`src/rtl/multicycle_ctrl.sv`:
```
// multicycle_ctrl: RV32I multi-cycle sequencer (FETCH/DECODE/EXEC/MEM/WB/TRAP).
// Optional build macro: MULTICYCLE_CTRL_INSTRET_EN enables the 32-bit
// retired-instruction counter; without it instret is tied to 0.
module multicycle_ctrl #(
  parameter int unsigned TIMEOUT_CYCLES = 255
) (
  input  logic        clk,
  input  logic        rst_n,
  input  logic        imem_ready,
  input  logic        dmem_ready,
  input  logic [6:0]  opcode,
  input  logic        is_b,
  input  logic        is_i,
  input  logic        is_j,
  input  logic        is_r,
  input  logic        is_s,
  input  logic        is_u,
  input  logic        incorrect,
  input  logic        branch_taken,
  output logic        imem_req,
  output logic        ir_we,
  output logic        dmem_req,
  output logic        dmem_we,
  output logic        rf_we,
  output logic        pc_we,
  output logic        pc_sel,
  output logic        retire,
  output logic        trap,
  output logic [1:0]  trap_cause,
  output logic [31:0] instret
);

  typedef enum logic [2:0] {
    S_FETCH, S_DECODE, S_EXEC, S_MEM, S_WB, S_TRAP
  } state_t;

  localparam logic [15:0] TO_LIM = 16'(TIMEOUT_CYCLES);
  localparam logic [6:0]  OP_LOAD = 7'b0000011;
  localparam logic [6:0]  OP_JALR = 7'b1100111;

  state_t      state, state_nxt;
  logic [15:0] to_cnt;
  logic [6:0]  op_q;
  logic        b_q, j_q, s_q;
  logic [1:0]  cause_q, cause_nxt;
  logic        is_load, is_jalr, any_cls;
  logic        imem_req_c, ir_we_c, dmem_req_c, dmem_we_c;
  logic        rf_we_c, pc_we_c, pc_sel_c, retire_c;

  assign is_load = (op_q == OP_LOAD);
  assign is_jalr = (op_q == OP_JALR);
  assign any_cls = is_b | is_i | is_j | is_r | is_s | is_u;

  // State register, trap cause and decoded-class latch
  always_ff @(posedge clk or negedge rst_n) begin
    if (!rst_n) begin
      state   <= S_FETCH;
      cause_q <= 2'b00;
      op_q    <= '0;
      b_q     <= 1'b0;
      j_q     <= 1'b0;
      s_q     <= 1'b0;
    end else begin
      state   <= state_nxt;
      cause_q <= cause_nxt;
      if (state == S_DECODE) begin
        op_q <= opcode;
        b_q  <= is_b;
        j_q  <= is_j;
        s_q  <= is_s;
      end
    end
  end

  // Memory-wait timeout: restarts on any state change, counts stalled cycles
  always_ff @(posedge clk or negedge rst_n) begin
    if (!rst_n)
      to_cnt <= '0;
    else if (state_nxt != state)
      to_cnt <= '0;
    else if ((state == S_FETCH && !imem_ready) || (state == S_MEM && !dmem_ready))
      to_cnt <= to_cnt + 16'd1;
  end

  // Next-state and strobe decode; ready at the limit beats the timeout
  always_comb begin
    state_nxt  = state;
    cause_nxt  = cause_q;
    imem_req_c = 1'b0;
    ir_we_c    = 1'b0;
    dmem_req_c = 1'b0;
    dmem_we_c  = 1'b0;
    rf_we_c    = 1'b0;
    pc_we_c    = 1'b0;
    pc_sel_c   = 1'b0;
    retire_c   = 1'b0;
    case (state)
      S_FETCH: begin
        imem_req_c = 1'b1;
        if (imem_ready) begin
          ir_we_c   = 1'b1;
          state_nxt = S_DECODE;
        end else if (to_cnt == TO_LIM) begin
          state_nxt = S_TRAP;
          cause_nxt = 2'b10;
        end
      end
      S_DECODE: begin
        if (incorrect || !any_cls) begin
          state_nxt = S_TRAP;
          cause_nxt = 2'b01;
        end else begin
          state_nxt = S_EXEC;
        end
      end
      S_EXEC: begin
        if (b_q) begin
          pc_we_c   = 1'b1;
          pc_sel_c  = branch_taken;
          retire_c  = 1'b1;
          state_nxt = S_FETCH;
        end else if (is_load || s_q) begin
          state_nxt = S_MEM;
        end else begin
          state_nxt = S_WB;
        end
      end
      S_MEM: begin
        dmem_req_c = 1'b1;
        dmem_we_c  = s_q;
        if (dmem_ready) begin
          if (s_q) begin
            pc_we_c   = 1'b1;
            retire_c  = 1'b1;
            state_nxt = S_FETCH;
          end else begin
            state_nxt = S_WB;
          end
        end else if (to_cnt == TO_LIM) begin
          state_nxt = S_TRAP;
          cause_nxt = 2'b11;
        end
      end
      S_WB: begin
        rf_we_c   = 1'b1;
        pc_we_c   = 1'b1;
        pc_sel_c  = j_q | is_jalr;
        retire_c  = 1'b1;
        state_nxt = S_FETCH;
      end
      S_TRAP: state_nxt = S_TRAP;
      default: begin
        state_nxt = S_TRAP;
        cause_nxt = 2'b01;
      end
    endcase
  end

  // Strobes are forced low while reset is held so nothing leaks mid-reset
  assign imem_req   = imem_req_c & rst_n;
  assign ir_we      = ir_we_c    & rst_n;
  assign dmem_req   = dmem_req_c & rst_n;
  assign dmem_we    = dmem_we_c  & rst_n;
  assign rf_we      = rf_we_c    & rst_n;
  assign pc_we      = pc_we_c    & rst_n;
  assign pc_sel     = pc_sel_c   & rst_n;
  assign retire     = retire_c   & rst_n;
  assign trap       = (state == S_TRAP);
  assign trap_cause = cause_q;

`ifdef MULTICYCLE_CTRL_INSTRET_EN
  logic [31:0] instret_q;

  // Retired-instruction counter; wraps naturally, idle in TRAP (no retire there)
  always_ff @(posedge clk or negedge rst_n) begin
    if (!rst_n)
      instret_q <= '0;
    else if (retire_c && state != S_TRAP)
      instret_q <= instret_q + 32'd1;
  end

  assign instret = instret_q;
`else
  assign instret = '0;
`endif

endmodule
```
`config.mk`:
```
export PLATFORM = sky130hd
export DESIGN_NAME = multicycle_ctrl
export DESIGN_NICKNAME = d
export VERILOG_FILES = /design/src/rtl/multicycle_ctrl.sv
export SDC_FILE = /design/constraint.sdc
export NUM_CORES = 1
export LEC_CHECK = 0
export CORE_UTILIZATION = 60
export CTS_BUF_LIST = sky130_fd_sc_hd__clkbuf_8
export DETAILED_ROUTE_END_ITERATION = 6
export DONT_BUFFER_PORTS = 1
export GPL_TIMING_DRIVEN = 0
export HOLD_SLACK_MARGIN = 0.15
export PLACE_DENSITY = 0.83
export SYNTH_ARGS = -nofsm -noshare
export SYNTH_HDL_FRONTEND = slang
export SYNTH_SLANG_ARGS = --single-unit
```
`constraint.sdc`:
```
create_clock -name clk -period 6.6 [get_ports clk]
set_input_delay 0.33 -clock clk [delete_from_list [all_inputs] [get_ports clk]]
set_output_delay 0.33 -clock clk [all_outputs]
set_load 0.02 [all_outputs]
```
# Word-level counts from Yosys, hierarchy flattened
# Index checks and enable logic that the tools add are counted.
dict set report classes {
  n_addsub 1
  n_mul 0
  n_div 0
  order_cmp 0
  eq_ne 14
  shift 0
  mux 28
  bitwise_logic 14
  n_reduce_logical 12
}
# cell n
set ops {}
lappend ops {{two-way mux 16 bit} 2}
lappend ops {{two-way mux 3 bit} 7}
lappend ops {{adder 16 x 1 -> 16 bit (second input constant)} 1}
lappend ops {{== test 16 x 8 -> 1 bit (second input constant)} 1}
lappend ops {{case mux 3 bit (5 select lines)} 1}
lappend ops {{two-way mux 1 bit} 10}
lappend ops {{two-way mux 2 bit} 5}
lappend ops {{case mux 2 bit (4 select lines)} 1}
lappend ops {{AND 1 bit} 7}
lappend ops {{== test 7 x 2 -> 1 bit (second input constant)} 1}
lappend ops {{== test 7 bit (second input constant)} 1}
lappend ops {{== test 3 x 2 -> 1 bit (second input constant)} 2}
lappend ops {{== test 3 bit (second input constant)} 2}
lappend ops {{!= test 2 x 1 -> 1 bit (second input constant)} 3}
lappend ops {{bitwise OR 1 bit} 6}
lappend ops {{AND reduction 6 bit} 1}
lappend ops {{!= test 2 bit (second input constant)} 2}
lappend ops {{== test 3 x 1 -> 1 bit (second input constant)} 1}
lappend ops {{logical NOT 1 bit} 3}
lappend ops {{logical NOT 3 bit} 1}
lappend ops {{logical OR 1 bit} 3}
lappend ops {{!= test 3 bit} 1}
lappend ops {{case mux 1 bit (3 select lines)} 1}
lappend ops {{OR reduction 3 bit} 1}
lappend ops {{other kinds (4)} 5}
dict set report word_totals {
  regBits 31
  latch_bits 0
  ramBits 0
  romBits 0
  inputBits 19
  mem_count 0
}

# Depth between registers and ports, before layout
dict set report logic_depth {
  word_depth 11
  mapped_depth 7
}

# Least setup slack after synthesis
# No wires, ideal clock.
dict set report synth_timing {
  path_type {flip-flop to flip-flop}
  start {register to_cnt[0]}
  end {register to_cnt[10]}
  setup_time_ns 0.119
  arrival_time_ns 2.030
  required_time_ns 6.481
  slack_ns 4.451
  path_stages_with_launch 8
  path_buffers 1
  synth_period_minus_slack_ns 2.149
  path_cell_list {dfrtp_1 -> ha_1 -> or4b_4 -> nor4_4 -> nor2_2 -> o311ai_4 -> buf_6 -> nor2_1}
}
dict set report synth_between {
  elab_chain_cells 6
  word_cells_on_any_way 10
}
# element line_no
set synth_lines {}
lappend synth_lines {{start: declaration} 42} ;# logic [15:0] to_cnt;
lappend synth_lines {{start signal: assignment} 82} ;# to_cnt <= to_cnt + 16'd1;
lappend synth_lines {{== test 16 x 8 -> 1 bit} {103, 139}}
lappend synth_lines {{two-way mux 3 bit} {103, 139}}
lappend synth_lines {{two-way mux 3 bit (on tied branches)} {131, 100}}
lappend synth_lines {{case mux 3 bit (5 select lines)} 97} ;# case (state)
lappend synth_lines {{!= test 3 bit} 79} ;# else if (state_nxt != state)
lappend synth_lines {{two-way mux 16 bit or nonzero test 2 bit (tied branches)} -}
# Parallel ways exist; a longest one is shown, timed or not. The select of a mux whose other input is x is not followed.
# A chain may end at the register's enable or synchronous reset.

# Worst setup path after layout
dict set report layout_timing {
  start {register state[0]}
  end {output ir_we}
}
dict set report layout_between {
  elab_chain_cells 3
}
# element line_no
set layout_lines {}
lappend layout_lines {{start: declaration} 41} ;# state_t state, state_nxt;
lappend layout_lines {{start signal: assignment} 64} ;# state <= state_nxt;
lappend layout_lines {{logical NOT 3 bit} 97}
lappend layout_lines {{two-way mux 1 bit} 97}
lappend layout_lines {{AND 1 bit} 161} ;# assign ir_we = ir_we_c & rst_n;
lappend layout_lines {{end: declaration} 21} ;# output logic ir_we,
# No other way between the ends.

==> run_results.csv <==
group,metric,value,unit
status,run_status,"finished, final reports clean",
timing,post-route-min-period,2550,ps
grt,grt_pass1_wl,6240,um
setup_path,reg2reg_depth,7,
detailed_routing,drc,0,
timing,rsz0062_at_grt,"no",
timing,worst_pin_slew,711,ps
setup_path,cp.required,6270,ps
final_layout,drive_above_1_share,0.228,
setup_path,path_buf_inv,2,
grt,busiest_layer,"met2",
setup_path,cp_common_cell,"clkbuf_1",
grt,antenna_found_initial,0,
cts,cts_made_buffers,5,
floorplan,dieArea,0.00365,sq mm
placed_design,dpl.hpwl,2790,um
synth,async_flop_share,1.00,
synth,ys_seq_area_frac,0.379,
power,seqPwrFrac,0.421,
cts,clk_latency,280,ps
final_layout,area_growth_syn_to_layout,16.5,%
cts,cts_root_buf,"clkbuf_8",
power,clkPwrFrac,0.496,
power,irDropWorstVdd,0.142,mV
synth,yosys_warnings,0,
synth,synth.distinct_cells,49,
timing,finalMaxSlewViolations,0,
synth,ys_ff_latch,31,
final_layout,most-common-layout-cells,"33 x buf_4, 32 x conb_1, 31 x dfrtp_1, 29 x nor2_1, 13 x nand2_1",
floorplan,die_h,60.4,um
cts,cts_tree,"yes",
floorplan,ios,62,
detailed_routing,via_per_inst,5.19,
power,p_switching,96.3,uW
synth,netlist_instances,222,
setup_path,critPathCaptureType,"output pin",
detailed_routing,wl_per_cell,12.5,um
timing,timing.fmax,392,MHz
timing,fin_ws,4050,ps
cts,cts-htree-levels,2,
setup_path,arrival,2220,ps
grt,grt_usage,0.235,
power,power_density,189,mW/mm^2
setup_path,critPathTopFamily,"simple AND/OR/NAND/NOR gates",
synth,ys.flop_type,"dfrtp_1",
placed_design,place_congestion,0.922,
power,power.leakage,0.00110,uW
final_layout,finalNetCount,282,
cts,path_clk_slew,70,ps
setup_path,worstSetupStartpointType,"register",
timing,setup_viol,0,
timing,skew,5.09,ps
power,p_total,452,uW
run,maxCapViolCount,0,
detailed_routing,postRouteAntennaNets,0,
cts,cts_buffer_depth,2,
timing,period_share,0.387,
worst_hold_path,hp-class,"input port to register",
detailed_routing,dr.first_iter.drc_count,60,
placed_design,detailedPlace.worstSlack,4210,ps
grt,grt_use_met2,0.356,
timing,timing.slew.headroom,0.522,
grt,use_met3,0.0789,
floorplan,core,0.00315,sq mm
power,swShare,0.213,
cts,cts_sinks,31,
final_layout,fillers,243,
detailed_routing,vias,1594,
final_layout,final_common_cell,"buf_4",
setup_path,slowest_stage,"nor3_1",
synth,synth_edf_count,0,
detailed_routing,first_pass_iters,4,
detailed_routing,drt_wl_total,3850,um
grt,grt_pass1_vias,1390,
final_layout,antennaDiodeCount,0,
timing,tns,0,ps
final_layout,post-route-util,0.756,
setup_path,crit_fanout,10,
power,combPwrFrac,0.084,
final_layout,fin_cells,307,
floorplan,initial_utilization,0.649,
synth,syn_area_per_cell,9.21,sq um
setup_path,regToRegSetupSlack,4200,ps
synth,netlist_area,0.00205,sq mm
grt,use_met1,0.318,
final_layout,multi_input_area,0.00109,sq mm
grt,grt_max_degree,32,
setup_path,critical_path_class,"register to output pin",
setup_path,worstSetupPathDepth,5,
floorplan,die_x,60.4,um
worst_hold_path,hold_path_depth,2,
timing,finalHoldViolCount,0,
setup_path,crit_chain,"clkbuf_1 -> clkbuf_1 -> nand2b_1 -> nor3_1 -> and2_1",
grt,overflow,0,
placed_design,dpl.cell_count,297,
power,p_int,355,uW
setup_path,slowest_delay,560,ps
placed_design,port_buffers,0,
floorplan,num_rows,20,
final_layout,register_area,776,sq um
## metal layers
layer  vias to the layer above  routed length [um]  share of wire
li1                        788                   -              -
met1                       727                1720           0.45
met2                        73                1720           0.45
met3                         6                 354          0.092
met4                         0                  53          0.014
met5                         -                   0              0
## state kept, by name, summed over array words and instances, names as in the netlist
signal	cells
to_cnt	16
op_q	7
state	3
trap_cause	2
b_q	1
j_q	1
s_q	1
## kinds of logic (layout without fill, tap and decap cells)
kind of cell    count (synthesis)  count (layout)  synth area share
compound gates                 30              30             0.111
simple gates                   90              90             0.238
other cells                     1              32           0.00183
xor+xnor                       15              15            0.0642
flops                          31              31             0.379
buf+inv                        44              54             0.145
fa+ha+maj                       1               1           0.00612
mux                            10              10            0.0544
## what timing repair did
| action | CTS | global route |
|---|---|---|
| hold buffers | 2 | 0 |
| buffers inserted | 0 | 0 |
| endpoints found under the hold margin | 31 | 0 |
| gates resized for setup | 0 | 0 |
## worst register-to-register path, delay by kind of cell, from the launching register on
family | cells | cell delay (ps)
flops | 1 | 410
compound gates | 1 | 450
buf+inv | 1 | 200
fa+ha+maj | 1 | 190
simple gates | 4 | 1030
## path summary, 6_finish.rpt
path | from | end
worst max-delay path | state[0] | ir_we
worst min-delay path | is_b | b_q
worst max register to register | to_cnt[0] | to_cnt[5]
worst min register to register | op_q[0] | op_q[0]
max in group asynchronous | rst_n | to_cnt[5]
min in group asynchronous | rst_n | op_q[6]
## through the flow
step / hold WS [ps] / instance area (sq um)
after floorplan: 34.4 / 2160
after global placement: 35.2 / 2220
after detailed placement: 35.2 / 2220
after CTS: 169 / 2380
after global routing: 179 / 2380
final: 168 / 2380
## layout make-up
class | instances | area share
inverter | 4 | 0.00630
timing repair buffer | 2 | 0.0126
clock inverter | 3 | 0.0283
multi-input combinational | 178 | 0.457
sequential | 31 | 0.325
buffer | 40 | 0.118
clock buffer | 5 | 0.0289
tap | 44 | 0.0231
## synth_stat cells (4+ instances only)
cell type	number	share of area
nor2_1	29	0.053
a21oi_1	7	0.017
nand3_1	6	0.015
inv_1	4	0.0073
xor2_1	8	0.034
nor3_1	5	0.012
dfrtp_1	31	0.38
xnor2_1	7	0.030
nand2_1	13	0.024
or3_1	5	0.015
mux2_2	9	0.050
nand4_1	6	0.018
nor2b_1	5	0.015
o21ai_0	6	0.015
buf_4	33	0.12
clkbuf_1	5	0.0092
## power by group through the flow
stage	logic (uW)	clock network (uW)	registers [uW]
finish	37.9	224	190
global route	41.2	234	190
CTS	37.4	226	190
detailed placement	31.7	0	194
global placement	31.7	0	194
floorplan	31.5	0	194
Power figures use the tool's default switching activity.
